## src/rtl/psr_update_ctrl_if.sv

```systemverilog
// Bus between the ALU/branch/interrupt logic and the status-register controller.
// The master drives requests and the slave returns flags, status and the branch decision.
interface psr_update_ctrl_if #(
    parameter int Bits  = 12,
    parameter int Depth = 4
);
    localparam int DEPTH_W = $clog2(Depth + 1);

    logic [Bits:0]        iData;
    logic                 iValid;
    logic [4:0]           iMask;
    logic                 oReady;
    logic                 iSave;
    logic                 iRestore;
    logic [2:0]           iCond;
    logic                 oCondTrue;
    logic [4:0]           oPSR;
    logic [DEPTH_W-1:0]   oDepth;
    logic                 oError;

    modport master (
        output iData, iValid, iMask, iSave, iRestore, iCond,
        input  oReady, oCondTrue, oPSR, oDepth, oError
    );

    modport slave (
        input  iData, iValid, iMask, iSave, iRestore, iCond,
        output oReady, oCondTrue, oPSR, oDepth, oError
    );
endinterface

```

## src/rtl/psr_update_ctrl.sv

```systemverilog
// Processor status register owner: stages ALU results, commits masked flags one cycle
// after acceptance, keeps a save/restore shadow stack, and evaluates branch conditions.
module psr_update_ctrl #(
    parameter int Bits  = 12,
    parameter int Depth = 4
) (
    input  logic                 iClk,
    input  logic                 iReset,
    psr_update_ctrl_if.slave     bus
);
    localparam int DEPTH_W = $clog2(Depth + 1);
    localparam int IDX_W   = (Depth > 1) ? $clog2(Depth) : 1;

    typedef enum logic [0:0] {IDLE, COMMIT} state_e;

    state_e               state_q, state_d;
    logic [Bits:0]        stage_data_q, stage_data_d;
    logic [4:0]           stage_mask_q, stage_mask_d;
    logic [4:0]           psr_q, psr_d;
    logic [DEPTH_W-1:0]   depth_q, depth_d;
    logic                 err_q, err_d;
    logic [4:0]           stack_q [Depth];
    logic                 push_en;
    logic [IDX_W-1:0]     wr_idx;
    logic [IDX_W-1:0]     rd_idx;
    logic [4:0]           new_flags;

    // Flag order is {N, Z, P, E, C}; zero ignores the carry, parity covers it.
    function automatic logic [4:0] calc_flags(input logic [Bits:0] d);
        logic [4:0] f;
        f[0] = d[Bits];
        f[1] = ~d[0];
        f[2] = ^d;
        f[3] = ~|d[Bits-1:0];
        f[4] = d[Bits-1];
        return f;
    endfunction

    function automatic logic eval_cond(input logic [2:0] sel, input logic [4:0] psr);
        logic r;
        unique case (sel)
            3'd0: r = 1'b1;
            3'd1: r = psr[3];
            3'd2: r = ~psr[3];
            3'd3: r = psr[0];
            3'd4: r = ~psr[0];
            3'd5: r = psr[4];
            3'd6: r = ~psr[4];
            3'd7: r = psr[2];
            default: r = 1'b0;
        endcase
        return r;
    endfunction

    assign wr_idx    = IDX_W'(depth_q);
    assign rd_idx    = IDX_W'(depth_q - DEPTH_W'(1));
    assign new_flags = calc_flags(stage_data_q);

    always_comb begin
        state_d      = state_q;
        stage_data_d = stage_data_q;
        stage_mask_d = stage_mask_q;
        psr_d        = psr_q;
        depth_d      = depth_q;
        err_d        = err_q;
        push_en      = 1'b0;

        unique case (state_q)
            IDLE: begin
                // Only the highest-priority request is serviced; the rest are dropped.
                if (bus.iRestore) begin
                    if (depth_q != '0) begin
                        psr_d   = stack_q[rd_idx];
                        depth_d = depth_q - DEPTH_W'(1);
                    end else begin
                        err_d = 1'b1;
                    end
                end else if (bus.iSave) begin
                    if (depth_q < DEPTH_W'(Depth)) begin
                        push_en = 1'b1;
                        depth_d = depth_q + DEPTH_W'(1);
                    end else begin
                        err_d = 1'b1;
                    end
                end else if (bus.iValid) begin
                    stage_data_d = bus.iData;
                    stage_mask_d = bus.iMask;
                    state_d      = COMMIT;
                end
            end
            COMMIT: begin
                psr_d   = (new_flags & stage_mask_q) | (psr_q & ~stage_mask_q);
                state_d = IDLE;
            end
            default: state_d = IDLE;
        endcase
    end

    always_ff @(posedge iClk) begin
        if (iReset) begin
            state_q      <= IDLE;
            stage_data_q <= '0;
            stage_mask_q <= '0;
            psr_q        <= '0;
            depth_q      <= '0;
            err_q        <= 1'b0;
        end else begin
            state_q      <= state_d;
            stage_data_q <= stage_data_d;
            stage_mask_q <= stage_mask_d;
            psr_q        <= psr_d;
            depth_q      <= depth_d;
            err_q        <= err_d;
        end
    end

    // Stack contents are don't-care after reset, so the storage carries no reset.
    always_ff @(posedge iClk) begin
        if (push_en && !iReset) begin
            stack_q[wr_idx] <= psr_q;
        end
    end

    assign bus.oReady    = (state_q == IDLE);
    assign bus.oPSR      = psr_q;
    assign bus.oDepth    = depth_q;
    assign bus.oError    = err_q;
    assign bus.oCondTrue = eval_cond(bus.iCond, psr_q);
endmodule

```

## src/flat_wrapper.sv

```systemverilog
// flat-port wrapper written by rule: the top's interface ports become plain ports
module psr_update_ctrl_flat 
#(
    parameter int Bits  = 12,
    parameter int Depth = 4
)
  (iClk, iReset, bus_iData, bus_iValid, bus_iMask, bus_iSave, bus_iRestore, bus_iCond, bus_oReady, bus_oCondTrue, bus_oPSR, bus_oDepth, bus_oError);
  psr_update_ctrl_if #(.Bits(Bits), .Depth(Depth)) bus_i ();
  input  logic iClk;
  input  logic iReset;
  input wire logic [$bits(bus_i.iData)-1:0] bus_iData;
  input wire logic [$bits(bus_i.iValid)-1:0] bus_iValid;
  input wire logic [$bits(bus_i.iMask)-1:0] bus_iMask;
  input wire logic [$bits(bus_i.iSave)-1:0] bus_iSave;
  input wire logic [$bits(bus_i.iRestore)-1:0] bus_iRestore;
  input wire logic [$bits(bus_i.iCond)-1:0] bus_iCond;
  output wire logic [$bits(bus_i.oReady)-1:0] bus_oReady;
  output wire logic [$bits(bus_i.oCondTrue)-1:0] bus_oCondTrue;
  output wire logic [$bits(bus_i.oPSR)-1:0] bus_oPSR;
  output wire logic [$bits(bus_i.oDepth)-1:0] bus_oDepth;
  output wire logic [$bits(bus_i.oError)-1:0] bus_oError;
  assign bus_i.iData = bus_iData;
  assign bus_i.iValid = bus_iValid;
  assign bus_i.iMask = bus_iMask;
  assign bus_i.iSave = bus_iSave;
  assign bus_i.iRestore = bus_iRestore;
  assign bus_i.iCond = bus_iCond;
  assign bus_oReady = bus_i.oReady;
  assign bus_oCondTrue = bus_i.oCondTrue;
  assign bus_oPSR = bus_i.oPSR;
  assign bus_oDepth = bus_i.oDepth;
  assign bus_oError = bus_i.oError;
  psr_update_ctrl #(.Bits(Bits), .Depth(Depth)) u_core (.iClk(iClk), .iReset(iReset), .bus(bus_i));
endmodule
```

## config.mk

```make
export PLATFORM = sky130hd
export DESIGN_NAME = psr_update_ctrl_flat
export DESIGN_NICKNAME = d
export VERILOG_FILES = /design/src/rtl/psr_update_ctrl_if.sv /design/src/rtl/psr_update_ctrl.sv /design/src/flat_wrapper.sv
export SDC_FILE = /design/constraint.sdc
export NUM_CORES = 1
export LEC_CHECK = 0
export CAP_MARGIN = 20
export CORE_ASPECT_RATIO = 0.9
export CORE_MARGIN = 2
export CORE_UTILIZATION = 40
export CTS_CLUSTER_DIAMETER = 150
export DETAILED_ROUTE_END_ITERATION = 7
export HOLD_SLACK_MARGIN = 0.06
export PLACE_DENSITY_LB_ADDON = 0.05
export SLEW_MARGIN = 10
export SYNTH_ARGS = -nofsm -noshare
export SYNTH_HDL_FRONTEND = slang
export SYNTH_SLANG_ARGS = --single-unit
```

## constraint.sdc

```tcl
create_clock -name iClk -period 4.6 [get_ports iClk]
set_input_delay 0.92 -clock iClk [delete_from_list [all_inputs] [get_ports iClk]]
set_output_delay 0.92 -clock iClk [all_outputs]
set_load 0.1 [all_outputs]
```

==> summary.md <==
The share of final-layout standard cells stronger than drive strength 1 is 0.0732, and the boundary pin count is 37. For this block, the routed nets add up to 4.45 mm of wire. In this run the tool buffered the top-level ports with 36 buffer cells.

For this design the ratio of total power to cell area is 403 nW/um^2. STA classifies the critical path endpoint as an output port. After clock tree synthesis, the repair step resized 0 gates.

A synthesized cell averages 10.4 um^2. The count of nets left with antenna violations once routing finished came out at 0. The first global-routing pass estimated 7.07 mm of wire. The logs give 386 uW for the switching power total and 248 for the synthesized net count. The run gives 0.233 as the clock share of power.

The final cycle utilization of the critical path is 0.717, and the post-synthesis register bit count is 48. The H-tree generated during clock tree synthesis spans 2 levels. The final worst slack is 1.30 ns, and the final routed wire length divided by cell count is 14.2 um. The most used flip-flop cell after synthesis is sky130_fd_sc_hd__dfxtp_1. The internal power contribution is 695 uW, and the largest clock skew in the final design is 0.00535 ns. The peak clock frequency supported by timing is 0.303 GHz. The synthesized design contains 20 enable-type register cells. Summed over all instances, the cell type with the most area after synthesis is sky130_fd_sc_hd__edfxtp_1. Share of total power consumed by net switching: 0.357.

The die outline width was 82.1 um. The tools report the combined global-route utilization of all metal layers as 0.157. The tools report the effective utilization at floorplan as 0.415. In this run the post-CTS setup repair buffer count came out at 0.

The sequential cell area fraction in the yosys report was 0.529; the worst path required time was 3.68 ns. After technology mapping, the gate count stands at 211. The count of hold-fix buffers inserted at cts was 0.

The fraction of post-synthesis cell area in the top cell type by area works out to 0.274. The worst register-to-register path has a depth of 6. The cell with the most instances after synthesis is sky130_fd_sc_hd__nand2_1. The tools report the type of origin of the critical path as a flop. The per-cell via count in the routed design was 5.04; the placement row count was 25. The net total in the final layout was 282.

The commonest cells after synthesis are sky130_fd_sc_hd__nand2_1, sky130_fd_sc_hd__dfxtp_1, sky130_fd_sc_hd__a21oi_1. Largest fanout on the critical path: 16. The placed wire-length estimate after detailed placement is 3.03 mm, and the area growth from synthesis to layout is 22.5%. In the post-synthesis netlist, the biggest area contributors are sky130_fd_sc_hd__edfxtp_1, sky130_fd_sc_hd__dfxtp_1, sky130_fd_sc_hd__nand2_1.

After clock tree synthesis, the clock-pin slew on the worst setup and hold paths is 0.09 ns. The floorplan step defined a core boundary enclosing 5290 um^2. After detailed routing, the number of remaining DRC violations is 0. The first TritonRoute pass finished after 4 iterations. The run gives 0 as the final antenna diode count. For the initial DRC count, the log shows 83. TritonCTS built the clock tree. The via count of the first global-routing pass is 1444, and the TritonCTS buffer count is 5. Aggregate negative setup slack: 0 ns. The run gives 0.170 mV as the peak ir drop on the vdd network. The initial antenna violation count was 0.

Weighted congestion reported at the end of routability-driven placement: 0.697. The flow ran to the end, and the final reports show no timing, DRC or antenna violations. The routed layout has 1577 vias. The worst hold-check path type was flop to flop. The minimum clock period was 3.30 ns.

Summing every instance area after synthesis gives 2190 um^2. The worst max-slew margin expressed relative to the limit was 0.348. The tools report the maximum clock path buffer count as 2. Global routing finished with a remaining overflow of 0.

The die is 74.3 um tall. The run gives 0.460 ns as the hold slack. The clock net sink count came out at 48. Setup repair after global routing left no endpoint under its margin. Share of synthesized flip-flops with an asynchronous set or reset: 0.

The run gives 0 as the final hold violation count. Setup violations remaining at the end of the flow were counted as 0. Entering global routing, the biggest net connects 30 pins. Timing analysis after detailed placement gives a worst setup slack of 1.39 ns. The tools report the number of synthesis warnings as 0.

The tools report the max-slew violation total from the final report as 0. STA puts the critical path data arrival time at 2.38 ns. The root buffer selected by CTS was sky130_fd_sc_hd__clkbuf_8.

The combinational group share of total power is 0.296, and the slew at the pin closest to its max-slew limit is 0.975 ns. The synthesized netlist contains 39 unique library cells. The relative contribution of sequential cells to total power was 0.470; the insertion delay to the later sink of the worst-skew pair was 0.30 ns. Cell depth of the worst min-delay path: 2. The run gives 0 as the number of max-cap violations.

By startpoint and endpoint, the worst setup path is classified as flop to output port. The leakage power summed over all cells is 0.910 nW. The die covers 6090 um^2.
## per-layer routing
layer / vias up / routed length (um) / global-route usage
li1: 809 / - / -
met1: 737 / 2410 / 0.240
met3: 2 / 148 / 0.0364
met5: - / 0 / 0
met4: 0 / 24 / 0.0389
met2: 29 / 1870 / 0.227
## cell usage in the layout, fill, tap and decap left out, types with 3 or more instances in the layout
| cell type | instances |
|---|---|
| sky130_fd_sc_hd__nand2_1 | 38 |
| sky130_fd_sc_hd__and2_1 | 5 |
| sky130_fd_sc_hd__xnor2_1 | 6 |
| sky130_fd_sc_hd__clkbuf_8 | 5 |
| sky130_fd_sc_hd__buf_4 | 3 |
| sky130_fd_sc_hd__nand3_1 | 4 |
| sky130_fd_sc_hd__dfxtp_1 | 28 |
| sky130_fd_sc_hd__a21oi_1 | 27 |
| sky130_fd_sc_hd__ha_1 | 11 |
| sky130_fd_sc_hd__clkdlybuf4s50_1 | 35 |
| sky130_fd_sc_hd__mux4_2 | 5 |
| sky130_fd_sc_hd__o21ai_0 | 3 |
| sky130_fd_sc_hd__inv_1 | 16 |
| sky130_fd_sc_hd__nor2_1 | 5 |
| sky130_fd_sc_hd__a31oi_1 | 3 |
| sky130_fd_sc_hd__edfxtp_1 | 20 |
## power groups by stage
stage | clock (mW) | sequential [mW] | combinational [mW]
final | 0.252 | 0.509 | 0.320
after CTS | 0.257 | 0.510 | 0.323
after global placement | 0 | 0.520 | 0.321
after floorplan | 0 | 0.607 | 0.141
after global routing | 0.277 | 0.515 | 0.339
after detailed placement | 0 | 0.519 | 0.320
## final timing paths
path | start | end | slack, ns
max | u_core.state_q | bus_oReady | 1.30
min | u_core.stage_data_q[9] | u_core.stage_data_q[9] | 0.46
max reg2reg | u_core.bus.oDepth[0] | u_core.bus.oDepth[2] | 2.44
min reg2reg | u_core.stage_data_q[9] | u_core.stage_data_q[9] | 0.46
## cell families (layout without fill, tap and decap cells)
kind of cell | Yosys count | count (layout) | synth area share
simple gates | 66 | 66 | 0.146
compound gates | 43 | 43 | 0.116
mux | 8 | 8 | 0.0656
xor+xnor | 7 | 7 | 0.0280
buf+inv | 28 | 63 | 0.0519
fa+ha+maj | 11 | 11 | 0.0627
flops | 48 | 48 | 0.529
## worst max-delay path: stages (launching register included)
cell	delay (ns)
sky130_fd_sc_hd__dfxtp_1	0.65
sky130_fd_sc_hd__clkinv_1	0.37
sky130_fd_sc_hd__clkdlybuf4s50_1	1.05
## layout make-up
cell class / instances / area (um^2)
clock buffer: 5 / 68.8
sequential: 48 / 1160
multi-input combinational: 135 / 918
clock inverter: 3 / 17.5
inverter: 17 / 63.8
timing repair buffer: 38 / 373
fill: 516 / 2600
tap: 67 / 83.8
## stage by stage
step | utilization | total power, mW | std cells | area, um^2
detailed placement | 0.492 | 0.840 | 305 | 2600
global route | 0.508 | 1.13 | 313 | 2690
CTS | 0.508 | 1.09 | 313 | 2690
global placement | 0.492 | 0.841 | 305 | 2600
floorplan | - | 0.749 | 211 | 2190
finish | 0.508 | 1.08 | 313 | 2690
No activity file was read; power rests on OpenSTA's default activity.
